===== src/rtl/fifo_arb_pkg.sv =====
// Shared definitions for the FIFO write-port arbiters: FSM encoding and
// the index-width helper.
package fifo_arb_pkg;

  typedef enum logic {
    ST_IDLE  = 1'b0,
    ST_WRITE = 1'b1
  } arb_state_e;

  // Width of an index over n items, never less than one bit.
  function automatic int unsigned clog2(input int unsigned n);
    int unsigned r;
    r = 0;
    while ((32'd1 << r) < n) begin
      r++;
    end
    return (r == 0) ? 1 : r;
  endfunction

endpackage


===== src/rtl/rr_priority_select.sv =====
// Round-robin search: first asserted request starting just after rr_last,
// wrapping modulo NUM_REQ. Purely combinational.
module rr_priority_select #(
  parameter int unsigned NUM_REQ = 4,
  parameter int unsigned ID_W    = 2
) (
  input  logic [NUM_REQ-1:0] req,
  input  logic [ID_W-1:0]    rr_last,
  output logic               found,
  output logic [ID_W-1:0]    sel_id
);

  logic [ID_W-1:0] idx;

  always_comb begin
    found  = 1'b0;
    sel_id = '0;
    idx    = '0;
    for (int unsigned k = 1; k <= NUM_REQ; k++) begin
      idx = ID_W'((32'(rr_last) + k) % NUM_REQ);
      if (!found && req[idx]) begin
        found  = 1'b1;
        sel_id = idx;
      end
    end
  end

endmodule


===== src/rtl/fifo_write_arbiter.sv =====
// Round-robin arbiter sharing one FIFO write port among NUM_REQ producers.
// One word per grant: latch at grant, write and ack once the FIFO has room.
module fifo_write_arbiter
  import fifo_arb_pkg::*;
#(
  parameter int unsigned  NUM_REQ   = 4,
  parameter int unsigned  DATA_SIZE = 8,
  localparam int unsigned ID_W      = clog2(NUM_REQ)
) (
  input  logic                         clk,
  input  logic                         reset,
  input  logic [NUM_REQ-1:0]           req,
  input  logic [NUM_REQ*DATA_SIZE-1:0] req_data,
  output logic [NUM_REQ-1:0]           ack,
  input  logic                         fifo_full,
  output logic                         fifo_write,
  output logic [DATA_SIZE-1:0]         fifo_write_data,
  output logic                         busy,
  output logic [ID_W-1:0]              grant_id
);

  arb_state_e           state_q, state_d;
  logic [ID_W-1:0]      rr_last_q, rr_last_d;
  logic [ID_W-1:0]      grant_id_q, grant_id_d;
  logic [DATA_SIZE-1:0] data_q, data_d;
  logic                 found;
  logic [ID_W-1:0]      sel_id;

  rr_priority_select #(
    .NUM_REQ (NUM_REQ),
    .ID_W    (ID_W)
  ) u_sel (
    .req     (req),
    .rr_last (rr_last_q),
    .found   (found),
    .sel_id  (sel_id)
  );

  always_comb begin
    state_d    = state_q;
    rr_last_d  = rr_last_q;
    grant_id_d = grant_id_q;
    data_d     = data_q;
    fifo_write = 1'b0;
    ack        = '0;
    unique case (state_q)
      ST_IDLE: begin
        // No new grant while full, so a granted word is never stranded behind one.
        if (found && !fifo_full) begin
          state_d    = ST_WRITE;
          rr_last_d  = sel_id;
          grant_id_d = sel_id;
          data_d     = req_data[sel_id*DATA_SIZE +: DATA_SIZE];
        end
      end
      ST_WRITE: begin
        if (!fifo_full) begin
          fifo_write      = 1'b1;
          ack[grant_id_q] = 1'b1;
          state_d         = ST_IDLE;
        end
      end
      default: state_d = ST_IDLE;
    endcase
  end

  always_ff @(posedge clk or posedge reset) begin
    if (reset) begin
      state_q    <= ST_IDLE;
      rr_last_q  <= ID_W'(NUM_REQ - 1);
      grant_id_q <= '0;
      data_q     <= '0;
    end else begin
      state_q    <= state_d;
      rr_last_q  <= rr_last_d;
      grant_id_q <= grant_id_d;
      data_q     <= data_d;
    end
  end

  assign busy            = (state_q == ST_WRITE);
  assign grant_id        = grant_id_q;
  assign fifo_write_data = data_q;

endmodule


===== config.mk =====
export PLATFORM = sky130hd
export DESIGN_NAME = fifo_write_arbiter
export DESIGN_NICKNAME = d
export VERILOG_FILES = /design/src/rtl/fifo_arb_pkg.sv /design/src/rtl/rr_priority_select.sv /design/src/rtl/fifo_write_arbiter.sv
export SDC_FILE = /design/constraint.sdc
export NUM_CORES = 1
export LEC_CHECK = 0
export ABC_AREA = 1
export ABC_CLOCK_PERIOD_IN_PS = 5100
export BUFFER_PORTS_ARGS = -buffer_cell sky130_fd_sc_hd__buf_2
export CORE_ASPECT_RATIO = 1.2
export CORE_UTILIZATION = 50
export DETAILED_ROUTE_END_ITERATION = 8
export HOLD_SLACK_MARGIN = 0.02
export PLACE_DENSITY = 0.83
export SLEW_MARGIN = 20
export SYNTH_ARGS = -nofsm -noshare
export SYNTH_HDL_FRONTEND = slang
export SYNTH_SLANG_ARGS = --single-unit

===== constraint.sdc =====
create_clock -name clk -period 5.1 [get_ports clk]
set_clock_uncertainty 0.2 [all_clocks]
set_input_delay 0.51 -clock clk [delete_from_list [all_inputs] [get_ports clk]]
set_output_delay 0.51 -clock clk [all_outputs]
set_load 0.02 [all_outputs]

======== After elaboration in Yosys (flattened, before gate mapping) ========
Index checks and enable logic that the tools add are counted.
word-level totals
  register bits after elaboration ......... 13
  input port bits ......................... 39
  output and inout port bits .............. 16
cells by class
  add/sub/neg operators ................... 4
  $lt $le $gt $ge ......................... 6
  shift operators ......................... 1
  muxes and demuxes ....................... 25
  bitwise logic cells ..................... 1
  reduce and logical (&&, ||, !) cells .... 10
operator list
  cell                                                  number
  variable part select 32 x 6 -> 8 bit                  1
  < comparator 2 x 3 -> 1 bit (second input constant)   5
  two-way mux 1 bit                                     13
  binary-select mux 1 bit (select 2 bit)                4
  two-way mux 2 bit                                     4
  two-way mux 4 bit                                     2
  logical AND 1 bit                                     5
  adder 2 x 1 -> 2 bit (second input constant)          2
  adder 2 bit (second input constant)                   2
  zero test 1 bit                                       4
  demux 1 bit (select 2 bit)                            1
  >= comparator 2 x 1 -> 1 bit (second input constant)  1
  one-hot mux 1 bit (2 select lines)                    1
  AND reduction 2 bit                                   1
  NOT 1 bit                                             1

======== Logic depth before layout (Yosys ltp) ========
Gate-level depths: netlist (run 1).
  depth after elaboration ................. 16
  gate-level depth with buffers ........... 16
  mapped depth without buffers ............ 14

======== Hierarchy ========
From an unflattened synthesis (run 1), not the netlist that was laid out.
second synthesis, totals
  cell total of the unflattened synthesis .. 204
  area, all modules ....................... 1,206.2 µm²
modules (own cells, without submodules)
  module              instances  cells each  area an instance (µm²)  seq. area each (µm²)
  fifo_write_arbiter  1          155         915.9                   327.8
  rr_priority_select  1          49          290.3                   0.0

======== Worst setup path after synthesis (run 1) ========
Ideal clock, no wire load.
  path kind ............................... reg2out
  start point ............................. register state_q, in the netlist busy
  end point ............................... output port ack[0]
  arrival ................................. 1,339 ps
  required time ........................... 4,390 ps
  slack ................................... 3,051 ps
  stages on the path, launching flop included .. 5
  buffers on the path ..................... 0
  cell sequence ........................... dfrtp_1 inv_1 nor2_1 nand2_1 nor2_1
on the way
  word-level cells in the longest chain between the ends .. 1
ends and longest elaborated chain
  what                      RTL line                  text
  start: declaration        fifo_write_arbiter.sv:22  arb_state_e state_q, state_d;
  start signal: assignment  fifo_write_arbiter.sv:74  state_q <= state_d;
  two-way mux 4 bit         fifo_write_arbiter.sv:46  unique case (state_q)
  end: declaration          fifo_write_arbiter.sv:14  output logic [NUM_REQ-1:0] ack,
No other way between the ends.

======== Worst setup path after layout (run 1) ========
  start point ............................. register rr_last_q[0]
  end point ............................... register data_q[0], in the netlist fifo_write_data[0]
on the way
  word-level cells in the longest chain between the ends .. 15
ends and longest elaborated chain
  what                                                           RTL line                  text
  start: declaration                                             fifo_write_arbiter.sv:23  logic [ID_W-1:0] rr_last_q, rr_last_d;
  start signal: assignment                                       fifo_write_arbiter.sv:70  rr_last_q <= ID_W'(NUM_REQ - 1);
  start signal: assignment                                       fifo_write_arbiter.sv:75  rr_last_q <= rr_last_d;
  branches (longest 15 deep; another with adder 2 x 1 -> 2 bit)  --
  end signal: assignment                                         fifo_write_arbiter.sv:77  data_q <= data_d;
  end: declaration                                               fifo_write_arbiter.sv:25  logic [DATA_SIZE-1:0] data_q, data_d;
Several ways; the timed one is not identified. The select of a mux whose other input is x is not followed.
A chain may end at the register's enable or synchronous reset.

==> run metrics, run 1 <==
status finished, final reports clean; Tmin final 2350 ps; Tot GR Track Use 0.232; cell area after layout 1580 µm²; average size of a mapped cell 6.12 µm²; total placed cells including tap cells just under 300; synth unique cells 20; routed wire length 3040 µm; Worst R2R Setup Slack about 2700 ps; largest cells by area after synthesis dfrtp_1, nand2_1, nand3_1, inv_1, nand2_2; largest net degree at the start of global routing 19; GRT overflow 0; synthesized area approximately 1300 µm²; Placed Area ~1600 µm²; CTS sink cnt 13; Mapped Nets 251; Worst Tran Pin Value 480 ps; most common cell after layout, fill and taps aside nand2_1; FMAX 425 MHz; Yosys reg bits 13; Initial Util 0.546; ratio of cells with drive above 1 in the final layout 0.340; Finished Layout Cells a little under 300; CP cell instances inv_4 > nand2_2 > nand2_1 > nand2_1 > nand2_2 > nor2_8 > nand3_4 > nand3_4 > nand2_1 > nand3_1 > nand2_1 > nand2_1 > nand2_1; fin crit share 0.461; CP startpoint kind flip-flop; Post-DP HPWL 2390 µm; Antenna Cells 0; Rows 19; DR iter-0 viols between 40 and 50; RSZ-0062 raised after global routing false; initial antenna violation count 0; crit-path most repeated cell nand2_1; antenna-violating nets left 0; critical path endpoint category flip-flop; IO Port Bufs 54; headroom to the max-slew limit 0.679; type of the worst min-delay path in2async; first-pass GRT wire length 5050 µm; CTS tree yes; area occupied by multi-input gates between 700 and 800 µm²; GPL Wtd Cong 0.828; Fin. Hold Viols 0; CP max stage delay approximately 650 ps; arrival time at the worst endpoint about 2300 ps; Final nets 305; Clock transition at path regs 80 ps; most frequent cells in the layout nand2_1, buf_2, inv_1; Slew Limit Fails 0; vias in the first global route 1191; Tot Pwr 0.00123 W; area leader, netlist dfrtp_1; Avg WL per Cell just over 10 µm; Setup Fix Bufs, Post-CTS 0; Max Cap Viol 0; core area 2380 µm²; WS Path Type reg2reg; register area 328 µm²; Die W 48.5 µm; Mapped Cells 212; CP max FO 18; final routed DRC violation total 0; Lkg Pwr 1.03 nW; Hold-fix buffers, CTS 0; CTS resizes 0; Max IR drop VDD 547 µV; post-synthesis sequential area ratio 0.253; CTS root buffer clkbuf_4; CTS buffer count 3; Max Buffers Root-to-Sink 2; area share of the largest cell type after synthesis 0.212; via-per-instance ratio 4.77; slowest stage cell, crit path dfstp_2; DRT Pass-1 Iters 4; DIE HEIGHT 57.8 µm; yosys warns 0; Layout Utilization 0.664; final setup vio count 0; # IOs 55; Layout fillers 225; largest delay contributor family on the critical path simple AND/OR/NAND/NOR gates; CP required between 5000 and 6000 ps; die area roughly 2800 µm²; Worst Path Buf+Inv 1; P&R area growth vs syn 21.6%; via count 1412; sum of negative setup slack 0 ps; Clock Latency Late Sink 280 ps; htree depth 1; pwr dens slightly below 800 nW/µm²
==> registers in the layout, summed over array words and instances (netlist names) <==
register	count
rr_last_q	2
fifo_write_data	8
busy	1
grant_id	2
==> metal layers <==
layer	part of all wire	routed length, µm	GRT usage	vias up
met4	0.011	34	0.0630	0
li1	-	-	-	749
met5	0	0	0	-
met2	0.48	1470	0.410	52
met3	0.071	216	0.0525	5
met1	0.43	1320	0.285	606
==> logic make-up (layout without fill, tap and decap cells) <==
kind of cell,count (synthesis),after routing,synth area share
and+or+nand+nor,140,140,0.536
buffers and inverters,51,104,0.177
DFF,13,13,0.253
AOI/OAI and AO/OA,8,8,0.0337
==> report_power, final <==
group	leakage [nW]	switching, W	internal, W
clock	0.0150	0.0000331	0.0000304
sequential	0.157	0.0000429	0.000163
combinational	0.859	0.000651	0.000314
total	1.03	0.000727	0.000507
==> synthesized netlist by cell type (all sizes together) <==
cell type	count
nand2	91
inv	46
nand3	43
dfrtp	11
nor2	6
o21ai	6
buf	5
a21oi	2
dfstp	2
==> through the flow <==
step | setup WS, ps | hold slack (ps)
CTS | 2760 | 43.3
detailed placement | 2780 | 265
global route | 2560 | 66.7
floorplan | 3050 | 186
finish | 2750 | 31.4
global placement | 2840 | 258
==> layout make-up <==
cell class / count / area share
Clock buffer: 4 / 0.0167
Inverter: 46 / 0.111
Multi-Input combinational cell: 148 / 0.469
Sequential cell: 13 / 0.208
Tap cell: 31 / 0.0246
Timing Repair Buffer: 54 / 0.171
==> worst paths after layout <==
kind | startpoint | end | depth (start not counted)
max | rr_last_q[0] | fifo_write_data[0] | 13
min | reset | grant_id[1] | 2
max reg2reg | rr_last_q[0] | fifo_write_data[0] | 13
min reg2reg | fifo_write_data[3] | fifo_write_data[3] | 2
max in group asynchronous | reset | rr_last_q[0] | 2
min in group clk | fifo_write_data[3] | fifo_write_data[3] | 2
Power figures use the tool's default switching activity.
==> run 2, diff against run 1 <==
--- a/config.mk
+++ b/config.mk
@@ -5,14 +5,14 @@
 export SDC_FILE = /design/constraint.sdc
 export NUM_CORES = 1
 export LEC_CHECK = 0
-export ABC_AREA = 1
-export ABC_CLOCK_PERIOD_IN_PS = 5100
+export ABC_AREA = 0
+export ABC_CLOCK_PERIOD_IN_PS = 2400
 export BUFFER_PORTS_ARGS = -buffer_cell sky130_fd_sc_hd__buf_2
 export CORE_ASPECT_RATIO = 1.2
-export CORE_UTILIZATION = 50
+export CORE_UTILIZATION = 40
 export DETAILED_ROUTE_END_ITERATION = 8
 export HOLD_SLACK_MARGIN = 0.02
-export PLACE_DENSITY = 0.83
+export PLACE_DENSITY = 0.77
 export SLEW_MARGIN = 20
 export SYNTH_ARGS = -nofsm -noshare
 export SYNTH_HDL_FRONTEND = slang
==> constraint.sdc (replaced) <==
create_clock -name clk -period 2.4 [get_ports clk]
set_clock_uncertainty 0.2 [all_clocks]
set_input_delay 0.24 -clock clk [delete_from_list [all_inputs] [get_ports clk]]
set_output_delay 0.24 -clock clk [all_outputs]
set_load 0.02 [all_outputs]
==> run 2 against run 1 <==
Effect of this change: sequential share of layout area grew 8.1 points; sequential power grew 94%; clock-buffer cell count is the same; combinational power shrank 41%; wire length shrank 34%; cell area shrank 28%; critical endpoint is now fifo_write_data[6].
==> run metrics, run 2 <==
FF-to-FF Start rr_last_q[0] (unchanged); arrival time at the worst endpoint 2010 ps (was 2330 ps); vias in the first global route 766 (was 1191); Clock transition at path regs 80 ps (about the same); fin crit share 0.848; RSZ-0062 raised after global routing false (unchanged); DRT Pass-1 Iters 4 (unchanged); Post-Synth XOR/XNOR Area 0 (unchanged); post-synthesis sequential area ratio 0.401 (was 0.253); Tmin final 2030 ps; CP startpoint kind input port (was flip-flop); Max IR drop VDD 488 µV (was 547 µV); GPL Wtd Cong 0.740 (was 0.828); CP required 2380 ps (was 5070 ps); CP max stage delay 530 ps (was 650 ps); Tot Pwr 0.00110 W (was 0.00123 W); average size of a mapped cell 9.96 µm² (was 6.12 µm²); Mapped Cells 82 (was 212); # IOs 55 (unchanged); grt met2 use 0.363 (was 0.410); Final nets 179 (was 305); Die W 43.3 µm (was 48.5 µm); routed wire length 2000 µm (was 3040 µm); Lkg Pwr 0.629 nW (was 1.03 nW); DR iter-0 viols 13 (was 43); via count 851 (was 1412); Post-synth EDFFs 0 (unchanged); Largest register FFs 8 (unchanged); Initial Util 0.436 (was 0.546); Tot GR Track Use 0.191 (was 0.232); P&R area growth vs syn 38.9% (was 21.6%); type of the worst min-delay path in2reg (was in2async); core area 1870 µm² (was 2380 µm²); most common cell after layout, fill and taps aside buf_2 (was nand2_1); most frequent cell after synthesis nand2_1 (unchanged); Worst Setup SP fifo_full (was rr_last_q[0]); IO Port Bufs 54 (unchanged); final setup vio count 0 (unchanged); multiplexer share of the synthesized area 0.196 (was 0); GRT overflow 0 (unchanged); CP max FO 15 (was 18); Max Cap Viol 0 (unchanged); headroom to the max-slew limit 0.677 (was 0.679); Avg WL per Cell 12.7 µm (was 10.3 µm); FMAX 492 MHz; initial antenna violation count 0 (unchanged); post-synthesis adder-cell area fraction 0 (unchanged); CTS sink cnt 13 (unchanged); Antenna Cells 0 (unchanged); WS Path Type in2reg (was reg2reg); Layout fillers 171 (was 225); pwr dens 972 nW/µm² (was 782 nW/µm²); largest net degree at the start of global routing 16 (was 19); Setup Fix Bufs, Post-CTS 0 (unchanged); slowest stage cell, crit path dlygate4sd3_1 (was dfstp_2); area leader, netlist dfrtp_1 (unchanged); largest delay contributor family on the critical path buffers and inverters (was simple AND/OR/NAND/NOR gates); Post-DP HPWL 1590 µm (was 2390 µm); area share of the largest cell type after synthesis 0.337 (was 0.212); die area 2230 µm² (was 2800 µm²); Clock Latency Late Sink 270 ps (was 280 ps); largest cells by area after synthesis dfrtp_1, mux2i_1, o221ai_1, nand2_1, dfstp_2 (was dfrtp_1, nand2_1, nand3_1, inv_1, nand2_2); ratio of cells with drive above 1 in the final layout 0.453 (was 0.340); CTS buffer count 3 (unchanged); CP cell instances dlygate4sd3_1 > buf_2 > a211o_1 > or2_1 > o221ai_1 (was inv_4 > nand2_2 > nand2_1 > nand2_1 > nand2_2 > nor2_8 > nand3_4 > nand3_4 > nand2_1 > nand3_1 > nand2_1 > nand2_1 > nand2_1); synth unique cells 24 (was 20); htree depth 1 (unchanged); via-per-instance ratio 5.39 (was 4.77); Worst Tran Pin Value 483 ps (was 480 ps); antenna-violating nets left 0 (unchanged); M3 GR Usage 0.0243 (was 0.0525); synthesized area 817 µm² (was 1300 µm²); Max Buffers Root-to-Sink 2 (unchanged); CTS tree yes (unchanged); final routed DRC violation total 0 (unchanged); Hold Path Origin req_data[31]; yosys warns 0 (unchanged); Compound-Gate Fraction of Synth Area 0.167 (was 0.0338); grt peak-use layer met2 (unchanged); simple-gate share of the synthesized area 0.172 (was 0.536); critical path endpoint category flip-flop (unchanged); Slew Limit Fails 0 (unchanged); Yosys reg bits 13 (unchanged); met1 usage 0.215 (was 0.285); largest family of logic cells by synthesized area multiplexers (was simple AND/OR/NAND/NOR gates); CTS root buffer clkbuf_4 (unchanged); DIE HEIGHT 51.5 µm (was 57.8 µm); most frequent cells in the layout buf_2, nand2_1, mux2i_1 (was nand2_1, buf_2, inv_1); Top FF cell, synth dfrtp_1 (unchanged); first-pass GRT wire length 3260 µm (was 5050 µm); status finished, final reports clean (unchanged); Fin. Hold Viols 0 (unchanged); Rows 17 (was 19); Worst Path Buf+Inv 2 (was 1); Async SR Flop Fraction 1.00 (unchanged); Mapped Nets 121 (was 251); commonest cells in the netlist nand2_1, mux2i_1, dfrtp_1 (was nand2_1, inv_1, nand3_1); sum of negative setup slack 0 ps (unchanged)
run 2: changes by cell type in the layout (fill, tap and decap cells not counted), moves of 9 or more:
cell      delta
inv_1       -39
mux2i_1     +16
o221ai_1     +9
nand2_2     -19
nand3_1     -40
nand2_1     -53
run 2: worst min-delay path, stage by stage:
cell	delay (ps)
buf_2	70
mux2i_1	50
o221ai_1	150
run 2: logic make-up after synthesis:
family,after synthesis
simple gates,30
buf+inv,7
compound gates,16
flops,13
mux,16
run 2: layer usage:
layer / vias to the layer above / part of all wire
li1: 414 / -
met1: 401 / 0.39
met2: 31 / 0.55
met3: 5 / 0.046
met4: 0 / 0.014
met5: - / 0
run 2: layout make-up:
type                    count  area (µm²)  area share
well taps                  19        23.8      0.0209
clock buffers               4        26.3      0.0232
inverters                   2        7.51     0.00662
repair buffers             58         305       0.269
flip-flops and latches     13         328       0.289
multi-input cells          62         444       0.391
run 2: metrics by stage:
step	area (µm²)	instances	worst slack (ps)	utilization	hold WS, ps
after global routing	1130	158	279	0.606	90.4
final	1130	158	366	0.606	77.3
after global placement	1090	152	490	0.582	77.8
after floorplan	817	82	396	-	-84.5
after CTS	1130	158	355	0.606	79.2
after detailed placement	1090	152	433	0.582	87.8
run 2: final timing paths:
kind | endpoint | slack (ps) | cells past startpoint
worst max-delay path | fifo_write_data[6] | 370 | 5
worst min-delay path | fifo_write_data[7] | 80 | 3
worst max register to register | fifo_write_data[1] | 430 | 6
worst min register to register | rr_last_q[0] | 290 | 2
max in group asynchronous | rr_last_q[1] | 1310 | 3
min in group asynchronous | grant_id[1] | 340 | 3
run 2: what timing repair did:
item | CTS | global route
endpoints found under the hold margin | 13 | 0
gates resized for setup | 0 | 0
hold buffers | 2 | 0
run 2: power breakdown:
group / total, W / internal, W / switching, W
registers: 0.000399 / 0.000324 / 0.0000756
logic: 0.000568 / 0.000245 / 0.000324
clock network: 0.000136 / 0.0000644 / 0.0000712
total: 0.00110 / 0.000633 / 0.000470
==> run 3, diff against run 2 <==
--- a/config.mk
+++ b/config.mk
@@ -6,13 +6,13 @@
 export NUM_CORES = 1
 export LEC_CHECK = 0
 export ABC_AREA = 0
-export ABC_CLOCK_PERIOD_IN_PS = 2400
+export ABC_CLOCK_PERIOD_IN_PS = 1740
 export BUFFER_PORTS_ARGS = -buffer_cell sky130_fd_sc_hd__buf_2
 export CORE_ASPECT_RATIO = 1.2
-export CORE_UTILIZATION = 40
+export CORE_UTILIZATION = 37
 export DETAILED_ROUTE_END_ITERATION = 8
 export HOLD_SLACK_MARGIN = 0.02
-export PLACE_DENSITY = 0.77
+export PLACE_DENSITY = 0.75
 export SLEW_MARGIN = 20
 export SYNTH_ARGS = -nofsm -noshare
 export SYNTH_HDL_FRONTEND = slang
==> constraint.sdc (replaced) <==
create_clock -name clk -period 1.74 [get_ports clk]
set_clock_uncertainty 0.2 [all_clocks]
set_input_delay 0.174 -clock clk [delete_from_list [all_inputs] [get_ports clk]]
set_output_delay 0.174 -clock clk [all_outputs]
set_load 0.02 [all_outputs]
==> run 3 against run 2 <==
Effect of this change: the flow now finishes with violations (negative setup slack); sequential cell count is the same; sequential power grew 37%; critical endpoint unchanged; worst setup slack lost 520 ps; first-iteration DRC count shrank 46%.
==> run metrics, run 3 (synthesis gave the netlist of run 2 again) <==
status complete, but fails checks (was finished, final reports clean); failing checks negative setup slack; sum of negative setup slack -996 ps (was 0 ps); Fin. Hold Viols 0 (unchanged); largest net degree at the start of global routing 14 (was 16); CTS buffer count 3 (unchanged); critical path endpoint category flip-flop (unchanged); Avg WL per Cell 13.7 µm (was 12.7 µm); Initial Util 0.394 (was 0.436); most common cell after layout, fill and taps aside buf_2 (unchanged); CP startpoint kind flip-flop (was input port); initial antenna violation count 0 (unchanged); Max IR drop VDD 788 µV (was 488 µV); antenna-violating nets left 0 (unchanged); Layout Utilization 0.665 (was 0.606); die area 2400 µm² (was 2230 µm²); CTS tree yes (unchanged); htree depth 1 (unchanged); CTS root buffer clkbuf_4 (unchanged); Clock transition at path regs 80 ps (about the same); Tmin final 1900 ps; P&R area growth vs syn 68.6% (was 38.9%); final routed DRC violation total 0 (unchanged); Worst R2R Setup Slack -160 ps (was 430 ps); FF-to-FF Start rr_last_q[0] (unchanged); Worst Tran Pin Value 516 ps (was 483 ps); routed wire length 2550 µm (was 2000 µm); Rows 18 (was 17); via count 941 (was 851); DIE HEIGHT 53.5 µm (was 51.5 µm); slowest stage cell, crit path dfstp_2 (was dlygate4sd3_1); Largest register FFs 8 (unchanged); Tot GR Track Use 0.200 (was 0.191); fin crit share 1.09; R2R cell count 7 (was 6); GRT overflow 0 (unchanged); CP max stage delay 550 ps (was 530 ps); Clock Latency Late Sink 270 ps (about the same); most frequent cells in the layout buf_2, nand2_1, mux2i_1 (unchanged); via-per-instance ratio 5.03 (was 5.39); post-route setup slack -158 ps (was 366 ps); CP Capture Point fifo_write_data[6] (unchanged); RSZ-0062 raised after global routing true (was false); CP max FO 6 (was 15); Die W 44.9 µm (was 43.3 µm); headroom to the max-slew limit 0.656 (was 0.677); Finished Layout Cells 187 (was 158); Max Cap Viol 0 (unchanged); Antenna Cells 0 (unchanged); first-pass GRT wire length 3490 µm (was 3260 µm); type of the worst min-delay path in2reg (unchanged); Worst Hold Path Cells 3 (unchanged); reg-to-reg endpoint fifo_write_data[6] (was fifo_write_data[1]); hold_ws 23.7 ps (was 77.3 ps); final setup vio count 8 (was 0); arrival time at the worst endpoint 1830 ps (was 2010 ps); GPL Wtd Cong 0.858 (was 0.740); Worst Setup SP rr_last_q[0] (was fifo_full); Final nets 197 (was 179); core area 2070 µm² (was 1870 µm²); Lkg Pwr 0.738 nW (was 0.629 nW); DR iter-0 viols 7 (was 13); ratio of cells with drive above 1 in the final layout 0.484 (was 0.453); total placed cells including tap cells 168 (was 152); CTS sink cnt 13 (unchanged); Slew Limit Fails 0 (unchanged); pwr dens 1260 nW/µm² (was 972 nW/µm²); # IOs 55 (unchanged); WS Path Type reg2reg (was in2reg); CP required 1670 ps (was 2380 ps); FMAX between 500 and 600 MHz; Post-DP HPWL 1830 µm (was 1590 µm); vias in the first global route 860 (was 766); CP cell instances nand2b_4 > o21ai_2 > a211oi_4 > buf_6 > clkbuf_16 > mux2i_1 > o221ai_1 (was dlygate4sd3_1 > buf_2 > a211o_1 > or2_1 > o221ai_1); Max Buffers Root-to-Sink 2 (unchanged); IO Port Bufs 54 (unchanged); DRT Pass-1 Iters 4 (unchanged)
[run 3: cell types whose count changed in the layout (fill, tap and decap cells not counted), moves of 2 or more]
cell | previous run | this run
buf_4 | 2 | 6
nand2b_1 | 4 | 2
dlygate4sd3_1 | 2 | 12
nand2b_4 | 0 | 2
buf_6 | 0 | 2
[run 3: layout make-up]
class | count | area (µm²)
timing repair buffer | 76 | 503
fill | 180 | 694
sequential | 13 | 328
tap | 30 | 37.5
clock buffer | 4 | 26.3
inverter | 2 | 7.51
multi-input combinational | 62 | 475
[run 3: repair_timing]
action | CTS | global route
hold buffers | 12 | 0
gates resized for setup | 1 | 3
setup endpoints to repair | 11 | 11
cloned | 0 | 1
pin swaps | 0 | 1
buffers inserted | 0 | 2
hold endpoints to repair | 19 | 0
[run 3: report_power, final]
group,internal (W),switching (W)
combinational,0.000494,0.000503
clock,0.0000887,0.000100
sequential,0.000446,0.0000996
total,0.00103,0.000703
[run 3: metal layers]
| layer | global-route usage | up-vias | wire [µm] |
|---|---|---|---|
| li1 | - | 451 | - |
| met4 | 0.0960 | 0 | 27 |
| met1 | 0.214 | 456 | 1010 |
| met5 | 0 | - | 0 |
| met2 | 0.382 | 30 | 1420 |
| met3 | 0.0171 | 4 | 89 |
[run 3: worst min-delay path by stage]
stage,startpoint,endpoint,slack (ps)
6_report,req_data[14],fifo_write_data[6],20
5_1_grt,req_data[21],fifo_write_data[5],30
4_1_cts,req_data[14],fifo_write_data[6],20
3_5_place_dp,reset,busy,30
3_3_place_gp,reset,grant_id[1],30
2_1_floorplan,reset,busy,-150
[run 3: stage by stage]
| stage | setup slack (ps) | total power, W | area [µm²] |
|---|---|---|---|
| floorplan | -67.1 | 0.00114 | 841 |
| global route | -201 | 0.00183 | 1380 |
| CTS | -157 | 0.00165 | 1330 |
| global placement | -82.8 | 0.00140 | 1180 |
| detailed placement | -155 | 0.00143 | 1180 |
| finish | -158 | 0.00173 | 1380 |
[run 3: worst max-delay path: cells and delay by family (launching register included)]
| family | cells | cell delay [ps] |
|---|---|---|
| AO/OA/AOI/OAI | 3 | 380 |
| buffers and inverters | 2 | 300 |
| flip-flops | 1 | 550 |
| multiplexers | 1 | 190 |
| AND/OR/NAND/NOR | 1 | 130 |
